<file path="src/rtl/video_timing_rx.sv">
// video_timing_rx: recover active-area coordinates, measure line/frame geometry and lock onto incoming video timing
module video_timing_rx #(
  parameter int CORDW       = 10,
  parameter bit HS_POL      = 1'b0,
  parameter bit VS_POL      = 1'b0,
  parameter int LOCK_FRAMES = 2
) (
  input  logic             clk_pix,
  input  logic             rst_pix,
  input  logic             hsync,
  input  logic             vsync,
  input  logic             de,
  output logic [CORDW-1:0] sx,
  output logic [CORDW-1:0] sy,
  output logic             de_out,
  output logic             line_start,
  output logic             frame_start,
  output logic [CORDW-1:0] h_active,
  output logic [CORDW-1:0] v_active,
  output logic             locked,
  output logic             err
);
  typedef enum logic [1:0] {SEARCH, MEASURE, CHECK, LOCKED} state_t;
  localparam logic [CORDW-1:0] MAX = '1;
  state_t state, state_n;
  logic hs1, vs1, de1, vs2, de2, unused_hs;
  logic vs_edge, de_fall, de_rise, sat, h_bad, mis_all, fs_pend;
  logic hv, mis, hv_n, mis_n, err_n;
  logic [CORDW-1:0] run, lines, run_n, lines_n, height, h_n, v_n;
  logic [3:0] fcnt, fcnt_n;
  assign unused_hs = hs1;
  assign vs_edge = vs1 & ~vs2;
  assign de_fall = de2 & ~de1;
  assign de_rise = de1 & ~de2;
  assign run_n   = de_rise ? CORDW'(1) : (de1 && run != MAX) ? run + 1'b1 : run;
  assign height  = (de_fall && lines != MAX) ? lines + 1'b1 : lines;
  assign lines_n = vs_edge ? '0 : height;
  // the run saturates on the pixel whose column first reads MAX; the line counter when it first reaches MAX
  assign sat     = (de1 & ~de_rise & (run == MAX) & (sx != MAX)) | (de_fall & (lines == MAX - 1'b1));
  assign h_bad   = de_fall & (run != h_active);
  assign mis_all = mis | sat | (hv & h_bad);
  // lock state machine: next state, measurement writes and error pulse
  always_comb begin
    state_n = state;
    fcnt_n  = fcnt;
    h_n     = h_active;
    v_n     = v_active;
    hv_n    = hv;
    mis_n   = mis;
    err_n   = sat;
    case (state)
      SEARCH: begin
        if (vs_edge) begin
          state_n = MEASURE;
          hv_n    = 1'b0;
          mis_n   = 1'b0;
        end
      end
      MEASURE: begin
        mis_n = mis_all;
        if (de_fall && !hv) begin
          h_n  = run;
          hv_n = 1'b1;
        end
        if (vs_edge) begin
          hv_n  = 1'b0;
          mis_n = 1'b0;
          if (!mis_all && height != '0) begin
            v_n     = height;
            fcnt_n  = '0;
            state_n = CHECK;
          end else err_n = 1'b1;
        end
      end
      default: begin
        if (sat || h_bad || (vs_edge && height != v_active)) begin
          err_n   = 1'b1;
          state_n = MEASURE;
          fcnt_n  = '0;
          hv_n    = 1'b0;
          mis_n   = sat & ~vs_edge;
        end else if (vs_edge && state == CHECK) begin
          fcnt_n  = fcnt + 4'd1;
          state_n = (fcnt_n == 4'(LOCK_FRAMES)) ? LOCKED : CHECK;
        end
      end
    endcase
  end
  // input stage, counters, aligned pixel outputs and lock state registers
  always_ff @(posedge clk_pix) begin
    if (rst_pix) begin
      {hs1, vs1, de1, vs2, de2, fs_pend} <= '0;
      {run, lines, sx, sy, h_active, v_active} <= '0;
      {de_out, line_start, frame_start, locked, err, hv, mis} <= '0;
      fcnt  <= '0;
      state <= SEARCH;
    end else begin
      hs1         <= HS_POL ? hsync : ~hsync;
      vs1         <= VS_POL ? vsync : ~vsync;
      de1         <= de;
      vs2         <= vs1;
      de2         <= de1;
      run         <= run_n;
      lines       <= lines_n;
      fs_pend     <= ~de_rise & (vs_edge | fs_pend);
      de_out      <= de1;
      sx          <= de_rise ? '0 : run;
      sy          <= vs_edge ? '0 : lines;
      line_start  <= de_rise;
      frame_start <= de_rise & (vs_edge | fs_pend);
      state       <= state_n;
      fcnt        <= fcnt_n;
      h_active    <= h_n;
      v_active    <= v_n;
      hv          <= hv_n;
      mis         <= mis_n;
      err         <= err_n;
      locked      <= state_n == LOCKED;
    end
  end
endmodule

</file>
<file path="config.mk">
export PLATFORM = sky130hd
export DESIGN_NAME = video_timing_rx
export DESIGN_NICKNAME = d
export VERILOG_FILES = /design/src/rtl/video_timing_rx.sv
export SDC_FILE = /design/constraint.sdc
export NUM_CORES = 1
export LEC_CHECK = 0
export ABC_AREA = 1
export CAP_MARGIN = 15
export CORE_MARGIN = 2
export CORE_UTILIZATION = 49
export DETAILED_ROUTE_END_ITERATION = 16
export PLACE_DENSITY = 0.76
export SYNTH_ARGS = -nofsm -noshare
export SYNTH_HDL_FRONTEND = slang
export SYNTH_SLANG_ARGS = --single-unit
</file>
<file path="constraint.sdc">
create_clock -name clk_pix -period 1.95 [get_ports clk_pix]
set_input_delay 0.39 -clock clk_pix [delete_from_list [all_inputs] [get_ports clk_pix]]
set_output_delay 0.39 -clock clk_pix [all_outputs]
set_load 0.005 [all_outputs]
</file>
# Yosys cells after proc, flatten, opt, wreduce, memory -nomap -nowiden
# Cells that the tools add are included.
# totals
word_cells	110
reg_bits	77
output_inout_bits	45
in_bits	5
# op_classes
n_addsub	3
n_bitwise	23
n_reduce_logical	22
eq_ne	15
n_mux	27
# op_table
op	n
10-bit inequality test, second input constant	3
10-bit by 1-bit adder with 10-bit output, second input constant	2
10-bit equality test, second input constant	2
10-bit inequality test	2
4-bit 2-to-1 mux	4
1-bit bitwise AND	12
1-bit 2-to-1 mux	12
10-bit 2-to-1 mux	1
2-bit 2-to-1 mux	5
10-bit nonzero test	1
4-bit one-hot mux with 2 select lines	1
1-bit inverter	7
1-bit logical AND	6
2-bit inequality test, second input constant	3
1-bit one-hot mux with 2 select lines	3
3-bit AND reduction	2
3-bit nonzero test	2
4-bit by 1-bit adder with 4-bit output, second input constant	1
2-bit equality test, second input constant	2
4-bit by 2-bit equality test with 1-bit output, second input constant	1
1-bit bitwise OR	4
2-bit one-hot mux with 2 select lines	1
2-bit AND reduction	2
4-bit AND reduction	1
other kinds (7)	10

# Longest topological paths before layout
# Gate-level depths: netlist of the first run.
# depth
ltp_word	15
depth_mapped	20

# Worst setup path after synthesis of the first run
# OpenSTA, ideal clock, no wires.
# synth_path
kind	reg2reg
start	register lines[0]
end	register fcnt[0]
path_stages_with_launch	20
required_time_ps	1837
n_path_buf	1
synth_period_minus_slack_ps	2016
path_slack_ps	-66
arrival_ps	1904
cell_sequence	dfxtp_1 -> ha_1 -> inv_1 -> nor2_4 -> nand3_4 -> buf_6 -> nand2_2 -> nand2_2 -> nand2_2 -> nand2_1 -> nand2_1 -> nand2_1 -> nor2_2 -> nand3_2 -> nand2_4 -> nand2_4 -> nand2_4 -> nand2_4 -> nor2_1 -> nor2_1
# synth_via
elab_chain_cells	9
word_cells_on_any_way	21
classes_between	add/sub (1); eq/ne (4); mux (3); bitwise (4); reduce/logical (9)
# synth_lines
item	line	text
start, declared	29	logic [CORDW-1:0] run, lines, run_n, lines_n, height, h_n, v_n;
start signal, assigned	104	lines <= lines_n;
branches (longest 9 deep; another with 10-bit by 1-bit adder with 10-bit output)	n/a	
end signal, assigned	112	fcnt <= fcnt_n;
end, declared	30	logic [3:0] fcnt, fcnt_n;
# Parallel ways; which one is timed is not known.
# A chain may end at the register's enable or synchronous reset.

# Worst setup path after layout of the first run
# layout_path
start	register lines[1]
end	register fcnt[2]
# Same word-level chain as after synthesis.

==> out/qor.yml, run 1 <==
final_layout:
  final_common_cell: "nand2_1"
  final_nets: 614
  layout_common_cells: "nand2_1 (86), dfxtp_1 (75), nor2_1 (66)"
  diodes: 0
  drive_gt1_share_pct: 22.99
  fin_util_pct: 72.28
  area_delta_synth_final_pct: 40.86
floorplanning:
  die_area_um2: 7887
  die_h_um: 88.81
  rows: 30
  die_w_um: 88.81
  coreArea_um2: 6869
  initial_core_util_pct: 51.31
  io_pins: 50
drt:
  drc: 0
  via_count: 3632
  ant_nets: 0
  drt_wl_total_um: 9536
  first_pass_iters: 5
  wire_per_inst_um: 13.53
  drtIter0Drc: 164
  avgViaCountPerCell: 5.152
synth:
  synth_cell_types: 38
  synthCells: 490
  yosys_register_bits: 77
  syn_area_um2: 3525
  synth_top_area_share_pct: 43.73
  avgSynthCellArea_um2: 7.193
  yosys_warnings: 0
  yosys.area.top_type: "dfxtp_1"
  syn_nets: 500
  synth.yosys.seq_area_share_pct: 43.73
  synth_area_leaders: "dfxtp_1 (44%), nand2_1 (11%), nor2_1 (7.9%), inv_1 (6.5%), nand3_1 (4.5%)"
setup_path:
  worstPathRequired_ns: 2.24
  criticalPathCategory: "register to register"
  ff2ff_path_depth: 20
  slowest_delay_ns: 0.36
  critPathLaunchType: "register"
  end_kind: "register"
  critPathCapture: "fcnt[2]"
  critPathSlowestCell: "dfxtp_2"
  arrival_ns: 2.58
  r2r_end: "fcnt[2]"
  timing.rr.start: "lines[1]"
  path_common_cell: "nand2_1"
  r2r_slack_ns: -0.34
  crit_start: "lines[1]"
  worstPathCellList: "ha_4 > inv_4 > nor2_4 > nand3_4 > buf_6 > nand2_1 > nand2_1 > nand2_2 > nand2_1 > nand2_1 > nand2_1 > nor2_2 > nand3_2 > nand2_4 > nand2_4 > nand2_8 > nand2_8 > nand2_1 > nand2_1 > nor2_1"
  critPathMaxFanout: 8
sta:
  fmax_mhz: 436.3
  grt_setup_unrepaired: "true"
  setup_violations: 20
  setup_slack_ns: -0.3422
  skew_ns: 0.01180
  tns_ns: -6.000
  period_share_pct: 117.5
  slew_violations: 0
  worstMarginPinSlew_ns: 0.5530
  fin_crit_ns: 2.292
  slew_headroom_pct: 63.13
  hold_viol: 0
power:
  cellPowerDensity_nw_per_um2: 631.1
  clkPwrFrac_pct: 40.1
  vdd_drop_max_uv: 487.9
  switching_share_pct: 25.25
  combPwrFrac_pct: 8.5
  design_power_total_uw: 3133
  p_switching_uw: 791.2
  total_leakage_power_uw: 0.002065
  p_int_uw: 2342
  sequentialPowerShare_pct: 51.5
clock_tree:
  cts_tree: "yes"
  cts_root_buf: "clkbuf_8"
  clk_latency_ns: 0.36
  path_clk_slew_ns: 0.08
  cts.sinks: 77
  cts_buffers: 9
  clock_path_buffers: 2
  htreeDepth: 3
status:
  status: "finished with violations"
  failed_checks: "setup timing"
global_route:
  grt_antenna_before_repair: 0
  grt_max_degree: 23
  grt_pass1_wl_um: 15080
  globalRouteOverflowTotal: 0
  grt_pass1_vias: 3489
  grt.total_usage_pct: 24.72
hold_path:
  hp-class: "register to register"
  hold_start: "vs1"
placement:
  gp_congestion: 0.9191
  place_ws_ns: -0.2718
  io_buffers: 48
  hpwlAfterDp_um: 6473
run:
  maxCapViolations: 0
## synth_stat cells
| master | count |
|---|---|
| a211oi_1 | 6 |
| a21oi_1 | 31 |
| a22o_1 | 1 |
| a31oi_1 | 1 |
| and3_1 | 1 |
| buf_2 | 2 |
| buf_4 | 1 |
| buf_6 | 1 |
| clkbuf_1 | 7 |
| clkinv_1 | 2 |
| dfxtp_1 | 77 |
| ha_1 | 5 |
| inv_1 | 61 |
| inv_2 | 3 |
| nand2_1 | 99 |
| nand2_2 | 5 |
| nand2_4 | 4 |
| nand3_1 | 32 |
| nand3_2 | 4 |
| nand3_4 | 1 |
| nand3b_1 | 1 |
| nand4_1 | 10 |
| nand4_2 | 1 |
| nor2_1 | 74 |
| nor2_2 | 1 |
| nor2_4 | 2 |
| nor3_1 | 11 |
| nor3_2 | 1 |
| nor4_1 | 2 |
| nor4b_1 | 1 |
| o2111ai_1 | 2 |
| o211ai_1 | 1 |
| o21ai_0 | 26 |
| o21ai_1 | 1 |
| o41ai_1 | 1 |
| or2_2 | 4 |
| xnor2_1 | 5 |
| xor2_1 | 2 |
## logic make-up (layout without fill, tap and decap cells)
| group | count (synthesis) | count (layout) | share of synthesized area (%) |
|---|---|---|---|
| simple gates | 254 | 255 | 33.26 |
| flops | 77 | 77 | 43.73 |
| fa+ha+maj | 5 | 5 | 1.775 |
| compound gates | 70 | 70 | 10.90 |
| xor+xnor | 7 | 7 | 1.739 |
| buf+inv | 77 | 195 | 8.591 |
## worst max-delay path: cells and delay by family, from the launching register on
family	cells	cell delay, ns
simple gates	17	1.53
flops	1	0.36
buf+inv	2	0.20
fa+ha+maj	1	0.14
## per-stage QoR
step	cells	hold WS, ns	instance area, um^2
6_report	705	0.4342	4965
5_1_grt	705	0.4883	4965
3_3_place_gp	681	0.4173	4533
2_1_floorplan	490	0.4107	3540
4_1_cts	700	0.4326	4808
3_5_place_dp	681	0.4240	4533
## repair_timing
action                                  in CTS  in global routing
pin swaps                                    3                  4
setup buffers                                2                  5
gates cloned                                 1                  0
endpoints found under the setup margin      20                 22
resized for setup                           14                 29
hold buffers                                 0                  0
## worst min-delay path by stage
stage | slack [ns] | end | cells after the start
after floorplan | 0.41 | vs2 | 2
after global placement | 0.42 | vs2 | 2
after detailed placement | 0.42 | vs2 | 2
after CTS | 0.43 | vs2 | 2
after global routing | 0.49 | vs2 | 2
final | 0.43 | vs2 | 2
## registers in the layout, summed over array words and instances, names as in the netlist, 2 cells and up
register,count
lines,10
state,2
h_active,10
fcnt,4
run,10
sy,10
v_active,10
sx,10
## layout make-up
class | instances | area [um^2]
clock buffers | 10 | 137.6
clock inverters | 6 | 72.57
fillers | 527 | 1904
inverters | 66 | 252.7
multi-input cells | 337 | 1846
flip-flops and latches | 77 | 1544
well taps | 96 | 120.1
repair buffers | 113 | 992.2
## routing by layer
metal | wire length, um | vias up | track usage [%]
li1 | - | 1810 | -
met1 | 4047 | 1685 | 28.28
met2 | 4784 | 110 | 42.88
met3 | 388 | 27 | 4.198
met4 | 315 | 0 | 14.88
met5 | 0 | - | 0
## power groups by stage
stage / clock network (uW) / registers [uW] / logic, uW
global placement: 0 / 1650 / 236
finish: 1250 / 1610 / 266
floorplan: 0 / 1650 / 134
detailed placement: 0 / 1650 / 241
global route: 1350 / 1620 / 291
CTS: 1270 / 1610 / 249
Note: power is estimated with default switching activity, not from simulation.
==> inputs of run 2 (changes only) <==
--- a/config.mk
+++ b/config.mk
@@ -11,6 +11,7 @@
 export CORE_UTILIZATION = 49
 export DETAILED_ROUTE_END_ITERATION = 16
 export PLACE_DENSITY = 0.76
+export REMOVE_ABC_BUFFERS = 1
 export SYNTH_ARGS = -nofsm -noshare
 export SYNTH_HDL_FRONTEND = slang
 export SYNTH_SLANG_ARGS = --single-unit
==> out/qor.yml, run 2 (synthesis results as in run 1) <==
status:
  status: "finished with violations"
  failed_checks: "setup timing"
sta:
  worstMarginPinSlew_ns: 0.3691  # -0.1840 ns
  grt_setup_unrepaired: "true"
  hold_ws_ns: 0.4358  # +0.001631 ns
  fin_crit_ns: 2.288  # -0.004514 ns
  setup_violations: 20  # unchanged
  slew_violations: 0  # unchanged
  tns_ns: -5.608  # +0.3917 ns
  setup_slack_ns: -0.3377  # +0.004514 ns
  hold_viol: 0  # unchanged
  skew_ns: 0.007800  # -0.003995 ns
  period_share_pct: 117.3  # -0.23 points
  fmax_mhz: 437.1  # +0.20%
  slew_headroom_pct: 75.21  # +12 points
setup_path:
  cpLargestDelayFamily: "simple AND/OR/NAND/NOR gates"
  worstPathCellList: "ha_2 > inv_2 > nor2_4 > nand3_4 > buf_6 > nand2_4 > nand2_4 > nand2_4 > nand2_2 > nand2_2 > nand2_2 > nor2_2 > nand3_2 > nand2_4 > nand2_4 > nand2_4 > buf_4 > nand2_1 > nand2_1 > a21oi_1"
  ff2ff_path_depth: 20  # unchanged
  worstPathRequired_ns: 2.20  # -0.04 ns
  criticalPathCategory: "register to register"
  critPathMaxFanout: 6  # -2
  path_depth: 20  # unchanged
  path_common_cell: "nand2_4"
  critPathSlowestCell: "dfxtp_2"
  crit_buf_inv: 3  # +1
  critPathLaunchType: "register"
  end_kind: "register"
  slowest_delay_ns: 0.35  # about the same
  arrival_ns: 2.53  # -0.05 ns
global_route:
  grt_pass1_vias: 3499  # +0.29%
  globalRouteOverflowTotal: 0  # unchanged
  grt_antenna_before_repair: 0  # unchanged
  grt.total_usage_pct: 25.00  # +0.28 points
  grt_pass1_wl_um: 15280  # +1.3%
  grt_max_degree: 21  # -8.7%
power:
  clkPwrFrac_pct: 43.3  # +3.2 points
  sequentialPowerShare_pct: 48.6  # -2.9 points
  combPwrFrac_pct: 8.1  # -0.4 points
  p_switching_uw: 766.1  # -3.2%
  total_leakage_power_uw: 0.002080  # +0.71%
  cellPowerDensity_nw_per_um2: 658.2  # +4.3%
  p_int_uw: 2556  # +9.1%
  switching_share_pct: 23.06  # -2.2 points
  vdd_drop_max_uv: 447.3  # -8.3%
placement:
  place_ws_ns: -0.3153  # -0.04347 ns
  hpwlAfterDp_um: 6559  # +1.3%
  gp_congestion: 0.9149  # -0.46%
  dp.cells: 682  # +0.15%
  io_buffers: 48  # unchanged
drt:
  drtIter0Drc: 137  # -16%
  drc: 0  # unchanged
  via_count: 3684  # +1.4%
  drt_wl_total_um: 9641  # +1.1%
  wire_per_inst_um: 13.69  # +1.2%
  avgViaCountPerCell: 5.233  # +1.6%
  first_pass_iters: 5  # unchanged
  ant_nets: 0  # unchanged
clock_tree:
  clock_path_buffers: 2  # unchanged
  cts.sinks: 77  # unchanged
  htreeDepth: 3  # unchanged
  cts_root_buf: "clkbuf_8"
  clk_latency_ns: 0.35  # about the same
  cts_tree: "yes"
  cts_buffers: 9  # unchanged
  ctsHoldBuffers: 0  # unchanged
  path_clk_slew_ns: 0.08  # about the same
final_layout:
  final_nets: 614  # unchanged
  diodes: 0  # unchanged
  layoutNonFillerInstCount: 704  # -0.14%
  fill_cells: 518  # -1.7%
  multi_input_area_um2: 1901  # +3.0%
  area_delta_synth_final_pct: 43.20
  seq_area_um2: 1544  # unchanged
  layout_common_cells: "nand2_1 (75), dfxtp_1 (75), nor2_1 (63)"
  drive_gt1_share_pct: 26.97  # +4.0 points
floorplanning:
  rows: 30  # unchanged
  io_pins: 50  # unchanged
  die_w_um: 88.81  # unchanged
  die_area_um2: 7887  # unchanged
  coreArea_um2: 6869  # unchanged
  die_h_um: 88.81  # unchanged
  initial_core_util_pct: 51.31  # unchanged
run:
  maxCapViolations: 0  # unchanged
hold_path:
  hp-class: "register to register"
  min_path_cells: 2  # unchanged
## run 2: timing repair
action | CTS | global route
cloned | 1 | 0
pin swaps | 7 | 28
resized for setup | 14 | 60
setup buffers | 2 | 4
endpoints found under the setup margin | 20 | 23
## run 2: final timing paths
path | to | from | slack (ns)
worst max register to register | hv | lines[1] | -0.34
worst min-delay path | vs2 | vs1 | 0.44
worst min register to register | vs2 | vs1 | 0.44
worst max-delay path | hv | lines[1] | -0.34
## run 2: layer usage
metal | global-route usage [%] | routed length [um] | vias up
met1 | 28.88 | 3951 | 1725
li1 | - | - | 1817
met4 | 12.53 | 223 | 0
met3 | 4.757 | 469 | 21
met5 | 0 | 0 | -
met2 | 43.89 | 4997 | 121
## run 2: worst register-to-register path, cell delays in order (launching register included)
cell and delay [ns]:
dfxtp_2 0.35, ha_2 0.17, inv_2 0.05, nor2_4 0.17
nand3_4 0.17, buf_6 0.18, nand2_4 0.06, nand2_4 0.06
nand2_4 0.08, nand2_2 0.06, nand2_2 0.05, nand2_2 0.06
nor2_2 0.12, nand3_2 0.10, nand2_4 0.08, nand2_4 0.05
nand2_4 0.10, buf_4 0.13, nand2_1 0.04, nand2_1 0.05
a21oi_1 0.05
## run 2: cell type report
| type | instances | share of cell area [%] |
|---|---|---|
| Multi-Input combinational cell | 337 | 37.65 |
| Sequential cell | 77 | 30.59 |
| Timing Repair Buffer | 113 | 19.81 |
| Tap cell | 96 | 2.380 |
| Inverter | 66 | 4.908 |
| Clock inverter | 6 | 2.206 |
| Clock buffer | 9 | 2.454 |
## run 2: metrics by stage
stage / instance area, um^2 / util, % / total power, uW
floorplan: 3470 / - / 1776
global placement: 4526 / 65.88 / 1888
detailed placement: 4526 / 65.88 / 1895
CTS: 4822 / 70.20 / 3320
global route: 5047 / 73.48 / 3440
finish: 5047 / 73.48 / 3322
## run 2: power by group through the flow
stage	Sequential (uW)	Combinational (uW)	Clock, uW
2_1_floorplan	1650	127	0
3_3_place_gp	1650	239	0
3_5_place_dp	1650	245	0
4_1_cts	1610	252	1450
5_1_grt	1620	297	1530
6_report	1610	268	1440
==> inputs of run 3 (changes only) <==
--- a/config.mk
+++ b/config.mk
@@ -8,9 +8,10 @@
 export ABC_AREA = 1
 export CAP_MARGIN = 15
 export CORE_MARGIN = 2
-export CORE_UTILIZATION = 49
+export CORE_UTILIZATION = 51
+export CTS_BUF_LIST = sky130_fd_sc_hd__clkbuf_4
 export DETAILED_ROUTE_END_ITERATION = 16
-export PLACE_DENSITY = 0.76
+export PLACE_DENSITY = 0.78
 export REMOVE_ABC_BUFFERS = 1
 export SYNTH_ARGS = -nofsm -noshare
 export SYNTH_HDL_FRONTEND = slang
==> out/qor.yml, run 3 (synthesis results as in run 1) <==
setup_path:
  worstPathRequired_ns: 2.29  # +0.09 ns
  criticalPathCategory: "register to register"
  timing.rr.start: "lines[1]"
  crit_start: "lines[1]"
  critPathMaxFanout: 10  # +4
  critPathLaunchType: "register"
  arrival_ns: 2.74  # +0.21 ns
  end_kind: "register"
drt:
  avgViaCountPerCell: 5.464  # +4.4%
  drtIter0Drc: 225  # +64%
  first_pass_iters: 7  # +2
  drt_wl_total_um: 10920  # +13%
  via_count: 3841  # +4.3%
  drc: 0  # unchanged
  wire_per_inst_um: 15.53  # +13%
  ant_nets: 0  # unchanged
sta:
  worstMarginPinSlew_ns: 0.4448  # +0.07577 ns
  setup_slack_ns: -0.4522  # -0.1146 ns
  setup_violations: 20  # unchanged
  fmax_mhz: 416.3  # -4.8%
  slew_headroom_pct: 69.96  # -5.3 points
  slew_violations: 0  # unchanged
  skew_ns: 0.02447  # +0.01667 ns
  hold_ws_ns: 0.4448  # +0.008961 ns
  grt_setup_unrepaired: "true"
  fin_crit_ns: 2.402  # +0.1146 ns
  period_share_pct: 123.2  # +5.9 points
  hold_viol: 0  # unchanged
floorplanning:
  io_pins: 50  # unchanged
  initial_core_util_pct: 52.17  # +0.86 points
  die_h_um: 87.13  # -1.9%
  coreArea_um2: 6756  # -1.6%
  rows: 30  # unchanged
  die_w_um: 87.13  # -1.9%
  die_area_um2: 7592  # -3.7%
clock_tree:
  cts_root_buf: "clkbuf_4"
  path_clk_slew_ns: 0.12  # +0.04 ns
  cts.sinks: 77  # unchanged
  ctsHoldBuffers: 0  # unchanged
  clock_path_buffers: 2  # unchanged
  cts_tree: "yes"
  clk_latency_ns: 0.45  # +0.10 ns
  cts_buffers: 9  # unchanged
  htreeDepth: 3  # unchanged
placement:
  io_buffers: 48  # unchanged
  hpwlAfterDp_um: 6551  # -0.13%
  place_ws_ns: -0.3174  # -0.002158 ns
  dp.cells: 666  # -2.3%
  gp_congestion: 0.9097  # -0.57%
power:
  total_leakage_power_uw: 0.002113  # +1.6%
  vdd_drop_max_uv: 472.2  # +5.6%
  cellPowerDensity_nw_per_um2: 535.5  # -19%
global_route:
  globalRouteOverflowTotal: 0  # unchanged
  grt_pass1_vias: 3596  # +2.8%
  grt_max_degree: 21  # unchanged
  grt_antenna_before_repair: 0  # unchanged
  grt.total_usage_pct: 27.39  # +2.4 points
  grt_pass1_wl_um: 16100  # +5.4%
final_layout:
  drive_gt1_share_pct: 29.53  # +2.6 points
  layoutNonFillerInstCount: 703  # -0.14%
  diodes: 0  # unchanged
  area_delta_synth_final_pct: 46.61
  final_common_cell: "nand2_1"
  final_nets: 628  # +2.3%
  layout_common_cells: "nand2_1 (76), dfxtp_1 (73), buf_4 (70)"
hold_path:
  hold_start: "vs1"
  hp-class: "register to register"
status:
  failed_checks: "setup timing"
  status: "finished with violations"
run:
  maxCapViolations: 0  # unchanged
## run 3: cell types whose count changed in the layout (fill, tap and decap cells not counted), moves of 3 or more
cell       before  now
nand3_1        28   24
clkbuf_8        9    0
a21oi_2         5    8
nor2_2         12    5
o21ai_0        24   19
bufinv_16       3    0
buf_4          59   70
clkbuf_4        0   10
inv_4           0    3
inv_2           9    5
o21ai_2         0    4
nor2_1         63   68
## run 3: metrics by stage
step	total power, uW	TNS [ns]	util [%]	area, um^2
2_1_floorplan	1776	-2.556	-	3470
3_3_place_gp	1885	-3.701	66.69	4506
3_5_place_dp	1894	-5.446	66.69	4506
4_1_cts	2740	-3.977	72.69	4911
5_1_grt	2862	-10.21	76.48	5167
6_report	2767	-7.885	76.48	5167
## run 3: layer usage
metal,track usage (%),wire length (um)
met1,30.46,4279
met2,48.09,5566
met5,0,0
met3,6.635,686
met4,14.55,384
## run 3: what timing repair did
action                                  4_1_cts  5_1_grt
gates resized for setup                      50       47
gates cloned                                  3        0
hold endpoints to repair                      0        0
endpoints found under the setup margin       20       21
buffers inserted                              7       11
pin swaps                                    20       26
## run 3: area by class of cell
type	instances	area, um^2
Multi-Input combinational cell	337	1983
Fill cell	456	1589
Sequential cell	77	1549
Timing Repair Buffer	127	1166
Inverter	66	255.2
Tap cell	80	100.1
Clock buffer	10	75.07
Clock inverter	6	38.79
## run 3: report_power, final
| group | total [uW] | internal [uW] | switching [uW] |
|---|---|---|---|
| clock | 870 | 272 | 599 |
| sequential | 1620 | 1600 | 18.5 |
| combinational | 281 | 118 | 163 |
| total | 2770 | 1990 | 781 |
## run 3: worst paths after layout
path,endpoint,slack [ns],cells after the start
worst min register to register,vs2,0.44,2
worst min-delay path,vs2,0.44,2
worst max-delay path,v_active[3],-0.45,14
worst max register to register,v_active[3],-0.45,14
## run 3: worst max-delay path, stage by stage (launching register included)
cell,delay [ns]
dfxtp_4,0.39
ha_4,0.15
inv_4,0.04
nor2_4,0.17
buf_4,0.15
nand3_4,0.11
nand3_1,0.16
nand2_2,0.11
nand4_1,0.14
nand3b_1,0.21
nand3_4,0.13
buf_4,0.17
buf_12,0.14
a21oi_1,0.16
a211oi_1,0.06
